<file path="src/rtl/red_secuencial_di_pkg.sv">
// Shared definitions for the sequential LSB-first magnitude comparator:
// FSM state encodings, {M,N} result encodings and a width helper.
package red_secuencial_di_pkg;

    typedef enum logic [1:0] {
        IDLE  = 2'd0,
        SHIFT = 2'd1,
        DONE  = 2'd2
    } state_t;

    localparam logic [1:0] MN_EQ = 2'b00;
    localparam logic [1:0] MN_GT = 2'b10;
    localparam logic [1:0] MN_LT = 2'b01;

    // Ceiling log2 that never drops below one bit, so K=1 still gets a counter.
    function automatic int clog2_min1(input int value);
        int w;
        w = 0;
        while ((1 << w) < value) begin
            w++;
        end
        return (w < 1) ? 1 : w;
    endfunction

endpackage

</file>
<file path="src/rtl/red_secuencial_di_celda.sv">
// Combinational bit-cell: a differing bit pair overrides the partial {M,N},
// an equal pair passes it through unchanged.
module celda_secuencial
    import red_secuencial_di_pkg::*;
(
    input  logic a,
    input  logic b,
    input  logic m_in,
    input  logic n_in,
    output logic m_out,
    output logic n_out
);

    always_comb begin
        {m_out, n_out} = {m_in, n_in};
        if (a != b) begin
            {m_out, n_out} = a ? MN_GT : MN_LT;
        end
    end

endmodule

</file>
<file path="src/rtl/red_secuencial_di.sv">
// Sequential LSB-first magnitude comparator, one bit per clock.
// Optional trace outputs enabled by defining RED_SECUENCIAL_TRACE_EN.
module red_secuencial_di
    import red_secuencial_di_pkg::*;
#(
    parameter int K = 5
) (
    input  logic         clk,
    input  logic         reset_L,
    input  logic         start,
    input  logic [K-1:0] A,
    input  logic [K-1:0] B,
    output logic         busy,
    output logic         done,
    output logic         M,
    output logic         N,
    output logic         Z
`ifdef RED_SECUENCIAL_TRACE_EN
    ,
    output logic [clog2_min1(K)-1:0] trace_idx,
    output logic [1:0]               trace_mn
`endif
);

    localparam int            CW   = clog2_min1(K);
    localparam logic [CW-1:0] LAST = CW'(K - 1);

    state_t        r_state;
    state_t        w_stateNext;
    logic          w_load;
    logic [CW-1:0] r_cnt;
    logic [K-1:0]  r_sa;
    logic [K-1:0]  r_sb;
    logic          r_m;
    logic          r_n;
    logic          w_mNext;
    logic          w_nNext;

    celda_secuencial u_celda (
        .a     (r_sa[0]),
        .b     (r_sb[0]),
        .m_in  (r_m),
        .n_in  (r_n),
        .m_out (w_mNext),
        .n_out (w_nNext)
    );

    always_comb begin
        w_stateNext = r_state;
        w_load      = 1'b0;
        case (r_state)
            IDLE: begin
                if (start) begin
                    w_stateNext = SHIFT;
                    w_load      = 1'b1;
                end
            end
            SHIFT: begin
                if (r_cnt == LAST) begin
                    w_stateNext = DONE;
                end
            end
            DONE: begin
                // Back-to-back: a start seen while done pulses is accepted.
                if (start) begin
                    w_stateNext = SHIFT;
                    w_load      = 1'b1;
                end else begin
                    w_stateNext = IDLE;
                end
            end
            default: w_stateNext = IDLE;
        endcase
    end

    always_ff @(posedge clk or negedge reset_L) begin
        if (!reset_L) begin
            r_state <= IDLE;
            r_cnt   <= '0;
            r_sa    <= '0;
            r_sb    <= '0;
            r_m     <= 1'b0;
            r_n     <= 1'b0;
        end else begin
            r_state <= w_stateNext;
            if (w_load) begin
                r_sa         <= A;
                r_sb         <= B;
                {r_m, r_n}   <= MN_EQ;
                r_cnt        <= '0;
            end else if (r_state == SHIFT) begin
                r_sa <= r_sa >> 1;
                r_sb <= r_sb >> 1;
                r_m  <= w_mNext;
                r_n  <= w_nNext;
                if (r_cnt != LAST) begin
                    r_cnt <= r_cnt + 1'b1;
                end
            end
        end
    end

    assign busy = (r_state == SHIFT);
    assign done = (r_state == DONE);
    assign M    = r_m;
    assign N    = r_n;
    assign Z    = r_m;

`ifdef RED_SECUENCIAL_TRACE_EN
    assign trace_idx = r_cnt;
    assign trace_mn  = {r_m, r_n};
`endif

endmodule

</file>
<file path="config.mk">
export PLATFORM = sky130hd
export DESIGN_NAME = red_secuencial_di
export DESIGN_NICKNAME = d
export VERILOG_FILES = /design/src/rtl/red_secuencial_di_pkg.sv /design/src/rtl/red_secuencial_di_celda.sv /design/src/rtl/red_secuencial_di.sv
export SDC_FILE = /design/constraint.sdc
export NUM_CORES = 1
export LEC_CHECK = 0
export BUFFER_PORTS_ARGS = -buffer_cell sky130_fd_sc_hd__clkbuf_2
export CORE_MARGIN = 10
export CORE_UTILIZATION = 43
export CTS_CLUSTER_SIZE = 20
export DETAILED_ROUTE_END_ITERATION = 8
export PLACE_DENSITY = 0.66
export SYNTH_ARGS = -nofsm -noshare
export SYNTH_HDL_FRONTEND = slang
export SYNTH_SLANG_ARGS = --single-unit
</file>
<file path="constraint.sdc">
create_clock -name clk -period 1.6 [get_ports clk]
set_input_delay 0.16 -clock clk [delete_from_list [all_inputs] [get_ports clk]]
set_output_delay 0.16 -clock clk [all_outputs]
set_load 0.05 [all_outputs]
</file>
==> impl_metrics.csv, run 1 <==
group,metric,value,unit
detailed_routing,avgRoutedWirePerCell,12.90,um
power_and_ir_drop,p_leak,0.0004608,uW
timing,setup_viol,0,
grt,grt_max_degree,19,
placement,gp_congestion,0.7585,
cts,clk-insertion-delay-late,0.29,ns
min_path,holdPathStages,3,
timing,finalClockSkew,0.004849,ns
final_layout,drive_gt1_share,30.30,%
yosys,avgSynthCellArea,10.24,um^2
yosys,synth.cell_area,819.5,um^2
timing,fmax,666.6,MHz
yosys,syn-num-nets,95,
yosys,synth-simple-area-share,18.02,%
run_status,outcome,"complete, no violations",
cts,cts_made_buffers,3,
placement,hpwl,1177,um
cts,htree_levels,1,
worst_setup_path,crit_type,"flip-flop to primary output",
detailed_routing,dr.first_iter.drc_count,20,
cts,clock-sinks,17,
final_layout,regArea,425.4,um^2
yosys,muxShareOfSynthArea,0,%
worst_setup_path,path_delay_family,"buffers and inverters",
timing,rsz0062_at_grt,"no",
detailed_routing,routed_wl,1600,um
timing,tightest_slew,0.4099,ns
worst_setup_path,critPathBufInv,2,
timing,finalCriticalPeriod,1.500,ns
cts,root_buffer,"clkbuf_4",
floorplanning,num_io_pins,18,
floorplanning,die_x,63.66,um
cts,cts_max_path_buffers,2,
grt,grt_pass1_vias,616,
floorplanning,rows,15,
worst_setup_path,rr_endpoint,"r_cnt[0]",
worst_setup_path,crit_path_max_fanout,18,
final_layout,fill_cells,178,
final_layout,multi_input_area,334.1,um^2
final_layout,diodes,0,
power_and_ir_drop,ir_drop,0.0008443,V
cts,postCtsSetupBuffers,0,
timing,period_share,93.77,%
timing,finalHoldViolCount,0,
grt,antenna_found_initial,0,
cts,cts_tree,"built",
yosys,synth_top_family_by_area,"compound AO/OA/AOI/OAI gates",
worst_setup_path,crit_path_top_delay_cell,"dfrtp_1",
floorplanning,fp.dieArea,4052,um^2
timing,whs,0.07399,ns
detailed_routing,drc,0,
yosys,synthCells,80,
detailed_routing,ant_nets,0,
yosys,synth_fa_ha_area_share,3.053,%
worst_setup_path,path_cells,"nand2b_2 > inv_4 > buf_2",
detailed_routing,vias,627,
yosys,ys_types,27,
floorplanning,fp.dieH,63.66,um
yosys,synth_seq_area_share,51.91,%
worst_setup_path,reg2regPathDepth,5,
floorplanning,start_util,46.45,%
yosys,synth-compound-area-share,19.69,%
worst_setup_path,critPathLaunchType,"flip-flop",
yosys,synth-xor-area-share,0,%
worst_setup_path,slowest_delay,0.38,ns
detailed_routing,viasPerCell,5.056,
cts,clk_pin_slew,0.10,ns
grt,grt_pass1_wl,2925,um
grt,overflow,0,
final_layout,area_growth,15.27,%
min_path,hold_path_class,"input port to flip-flop",
worst_setup_path,arrival,1.34,ns
grt,grtUsageTotal,8.805,%
worst_setup_path,r2r_setup_slack,0.40,ns
min_path,hold_start,"B[1]",
timing,drv_slew,0,
yosys,ys_seq_elements,17,
floorplanning,core,1764,um^2
worst_setup_path,crit_path_end_kind,"primary output",
yosys,ys_warn_count,0,
worst_setup_path,cp.required,1.44,ns
timing,slew_headroom,72.67,%
timing,setup_tns,0,ns
power_and_ir_drop,p_per_area,2109,nW/um^2
min_path,hold_end,"r_sb[1]",
detailed_routing,firstDrtPassIters,3,
worst_setup_path,worstReg2RegStart,"r_cnt[0]",
job,timing.max_cap.violations,0,
placement,io_buffer_count,17,
final_layout,num-nets-final,115,
-- cell families after synthesis --
group | count (synthesis)
and+or+nand+nor | 31
DFF | 17
AOI/OAI and AO/OA | 21
adders and majority gates | 2
buffers and inverters | 9
-- cell usage after synthesis (all sizes together) --
| library cell | instances | area (um^2) |
|---|---|---|
| o21ai | 2 | 10.01 |
| nand3 | 5 | 25.02 |
| nor2b | 2 | 15.02 |
| nor3 | 1 | 5.000 |
| a31o | 1 | 8.760 |
| dfrtp | 17 | 425.4 |
| o211ai | 1 | 7.510 |
| o31ai | 1 | 7.510 |
| a21oi | 3 | 15.01 |
| a22oi | 4 | 30.03 |
| a22o | 2 | 17.52 |
| a31oi | 4 | 43.80 |
| a21o | 1 | 7.510 |
| inv | 4 | 17.52 |
| a211oi | 1 | 7.510 |
| ha | 2 | 25.02 |
| o22ai | 1 | 6.260 |
| nand2 | 14 | 52.55 |
| and4b | 1 | 10.01 |
| nor2 | 6 | 22.52 |
| buf | 5 | 42.53 |
| nand2b | 2 | 17.52 |
-- layout by cell type, fill, tap and decap left out, drive strengths merged, types with 2 or more instances in the layout --
master and n:
clkbuf 20, dfrtp 17, nand2 14, nor2 6, nand3 5, a22oi 4
inv 4, a31oi 4, a21oi 3, buf 3, nand2b 2, a22o 2
o21ai 2, ha 2, nor2b 2
-- worst register-to-register path, cell delays in order (launching register included) --
cell and delay, ns:
dfrtp_1 0.39, inv_1 0.08, ha_1 0.16, nand2_1 0.12, a21o_1 0.21, o21ai_0 0.16
-- per-layer routing --
metal | GRT usage (%) | wire, um | vias to the layer above
met4 | 3.279 | 25 | 0
met3 | 4.594 | 116 | 5
li1 | - | - | 319
met1 | 10.56 | 787 | 288
met5 | 0 | 0 | -
met2 | 12.94 | 671 | 15
-- registers in the layout, summed over array words and instances, names as in the netlist --
| signal | flops |
|---|---|
| N | 1 |
| r_state | 2 |
| r_sb | 5 |
| r_cnt | 3 |
| M | 1 |
| r_sa | 5 |
-- worst max path at each step --
stage                     startpoint       end  depth (start not counted)
final                     r_state[1]      busy                          3
after global placement      r_cnt[0]  r_cnt[0]                          5
after detailed placement  r_state[1]      busy                          3
after global routing      r_state[1]      busy                          3
after CTS                 r_state[1]      busy                          3
after floorplan           r_state[0]      done                          1
-- where the power goes --
part	total, uW	internal, uW	switching, uW
Combinational	1010	362	643
Clock	232	97.1	135
Sequential	755	631	124
Total	1990	1090	902
-- timing repair --
item,CTS,global route
endpoints found under the setup margin,0,1
hold buffers,1,0
gates resized for setup,0,1
hold endpoints to repair,17,0
-- metrics by stage --
stage | utilization (%) | std cells | instance area, um^2 | power, uW | setup slack (ns)
after floorplan | - | 80 | 819.5 | 1612 | 0.3342
after global placement | 51.49 | 119 | 908.4 | 1754 | 0.4289
after detailed placement | 51.49 | 119 | 908.4 | 1770 | 0.4138
after CTS | 53.55 | 124 | 944.7 | 2014 | 0.06632
after global routing | 53.55 | 124 | 944.7 | 2168 | 0.008907
final | 53.55 | 124 | 944.7 | 1992 | 0.09975
-- layout make-up --
cell class / count / area share (%)
Timing Repair Buffer: 20 / 11.66
Sequential cell: 17 / 45.03
Tap cell: 25 / 3.311
Multi-Input combinational cell: 54 / 35.36
Clock buffer: 4 / 2.781
Inverter: 4 / 1.854
(Power assumes the default switching activity.)
==> run 2: changes to the inputs <==
Settings changed: CORE_ASPECT_RATIO set to 0.7.
==> impl_metrics.csv, run 2 (same netlist as run 1, synthesis figures left out) <==
group,metric,value,unit
worst_setup_path,cp.required,1.44,ns
cts,root_buffer,"clkbuf_4",
cts,clk-insertion-delay-late,0.29,ns
timing,tightest_slew,0.4212,ns
job,timing.max_cap.violations,0,
timing,setup_tns,0,ns
cts,clock-sinks,17,
power_and_ir_drop,ir_drop,0.001336,V
power_and_ir_drop,fin_total_pwr,2002,uW
power_and_ir_drop,p_per_area,2128,nW/um^2
final_layout,diodes,0,
detailed_routing,firstDrtPassIters,4,
detailed_routing,vias,642,
timing,period_share,94.02,%
worst_setup_path,critPathBufInv,2,
placement,hpwl,1224,um
power_and_ir_drop,p_switching,912.7,uW
worst_setup_path,crit_cells,3,
timing,finalCriticalPeriod,1.504,ns
cts,cts_max_path_buffers,2,
detailed_routing,dr.first_iter.drc_count,43,
floorplanning,rows,13,
detailed_routing,ant_nets,0,
cts,clk_pin_slew,0.10,ns
grt,overflow,0,
final_layout,instances_no_fill,121,
final_layout,fill_cells,173,
grt,grt_pass1_vias,651,
worst_setup_path,crit_type,"flip-flop to primary output",
timing,slew_headroom,71.92,%
floorplanning,fp.dieArea,4080,um^2
cts,cts_tree,"built",
min_path,holdPathStages,3,
timing,fmax,664.7,MHz
power_and_ir_drop,p_seq_share,38.0,%
worst_setup_path,arrival,1.34,ns
power_and_ir_drop,p_int,1089,uW
grt,grtUsageTotal,8.324,%
final_layout,area_growth,14.81,%
worst_setup_path,crit_path_end_kind,"primary output",
floorplanning,start_util,44.59,%
timing,whs,0.09153,ns
placement,io_buffer_count,17,
cts,cts_made_buffers,3,
worst_setup_path,reg2regPathDepth,5,
grt,grt_max_degree,19,
final_layout,layout_common_cells,"dfrtp_1, clkbuf_2, nand2_1",
final_layout,drive_gt1_share,30.30,%
final_layout,largestRegisters,"r_sa: 5 flops, r_sb: 5 flops, r_cnt: 3 flops",
floorplanning,num_io_pins,18,
grt,grt_pass1_wl,2815,um
timing,setup_viol,0,
power_and_ir_drop,p_leak,0.0004612,uW
timing,drv_slew,0,
power_and_ir_drop,p_sw_share,45.59,%
detailed_routing,viasPerCell,5.306,
worst_setup_path,critPathLaunchType,"flip-flop",
power_and_ir_drop,power_frac_comb,50.5,%
floorplanning,core,1838,um^2
cts,htree_levels,1,
detailed_routing,drc,0,
detailed_routing,routed_wl,1655,um
floorplanning,die_x,72.18,um
power_and_ir_drop,clkPwrFrac,11.4,%
floorplanning,fp.dieH,56.53,um
worst_setup_path,crit_path_top_delay_cell,"dfrtp_1",
worst_setup_path,slowest_delay,0.37,ns
placement,gp_congestion,0.7690,
worst_setup_path,path_delay_family,"buffers and inverters",
detailed_routing,avgRoutedWirePerCell,13.68,um
run_status,outcome,"complete, no violations",
timing,finalClockSkew,0.002864,ns
worst_setup_path,path_cells,"nand2b_2 > inv_4 > clkbuf_2",
worst_setup_path,crit_path_max_fanout,18,
grt,antenna_found_initial,0,
timing,finalHoldViolCount,0,
cts,postCtsSetupBuffers,0,
min_path,hold_path_class,"input port to flip-flop",
placement,place_inst,116,
timing,rsz0062_at_grt,"no",
final_layout,num-nets-final,115,
run 2: power by group through the flow:
stage	Clock (uW)	Sequential, uW	Combinational, uW
after floorplan	0	826	785
after global placement	0	762	998
after detailed placement	0	771	1010
after CTS	241	762	1020
after global routing	259	785	1130
final	229	762	1010
run 2: final timing paths:
kind                       slack, ns  startpoint  endpoint
max reg2reg                     0.39    r_cnt[0]  r_cnt[0]
max                              0.1  r_state[1]      busy
min reg2reg                     0.50     r_sb[0]         M
min                             0.09        A[1]   r_sa[1]
max in group asynchronous       0.98     reset_L   r_sa[2]
min in group asynchronous       0.32     reset_L  r_cnt[0]
run 2: metal layers:
metal / GRT usage (%) / wire [um] / vias up / part of all wire (%)
li1: - / - / 319 / -
met1: 10.60 / 850 / 303 / 51
met2: 11.71 / 666 / 18 / 40
met3: 4.912 / 130 / 2 / 7.9
met4: 1.653 / 8 / 0 / 0.48
met5: 0 / 0 / - / 0
run 2: area by class of cell:
type                    count  area [um^2]  share of cell area (%)
repair buffers             20        110.1                   11.70
clock buffers               4        26.28                   2.793
flip-flops and latches     17        425.4                   45.21
inverters                   4        17.52                   1.862
well taps                  22        27.53                   2.926
multi-input cells          54        334.1                   35.51
run 2: worst register-to-register path: stages (launching register included):
cell     delay, ns
dfrtp_1       0.39
inv_1         0.09
ha_1          0.16
nand2_1       0.12
a21o_1        0.21
o21ai_0       0.16
run 2: per-stage QoR:
stage | instance area, um^2 | worst slack (ns) | utilization, %
6_report | 940.9 | 0.09560 | 51.19
3_3_place_gp | 904.6 | 0.4260 | 49.22
3_5_place_dp | 904.6 | 0.4059 | 49.22
4_1_cts | 940.9 | 0.08553 | 51.19
2_1_floorplan | 819.5 | 0.3342 | -
5_1_grt | 940.9 | 0.02315 | 51.19
run 2: repair_timing:
| item | CTS | global route |
|---|---|---|
| hold buffers | 1 | 0 |
| gates resized for setup | 0 | 0 |
| endpoints found under the hold margin | 17 | 0 |
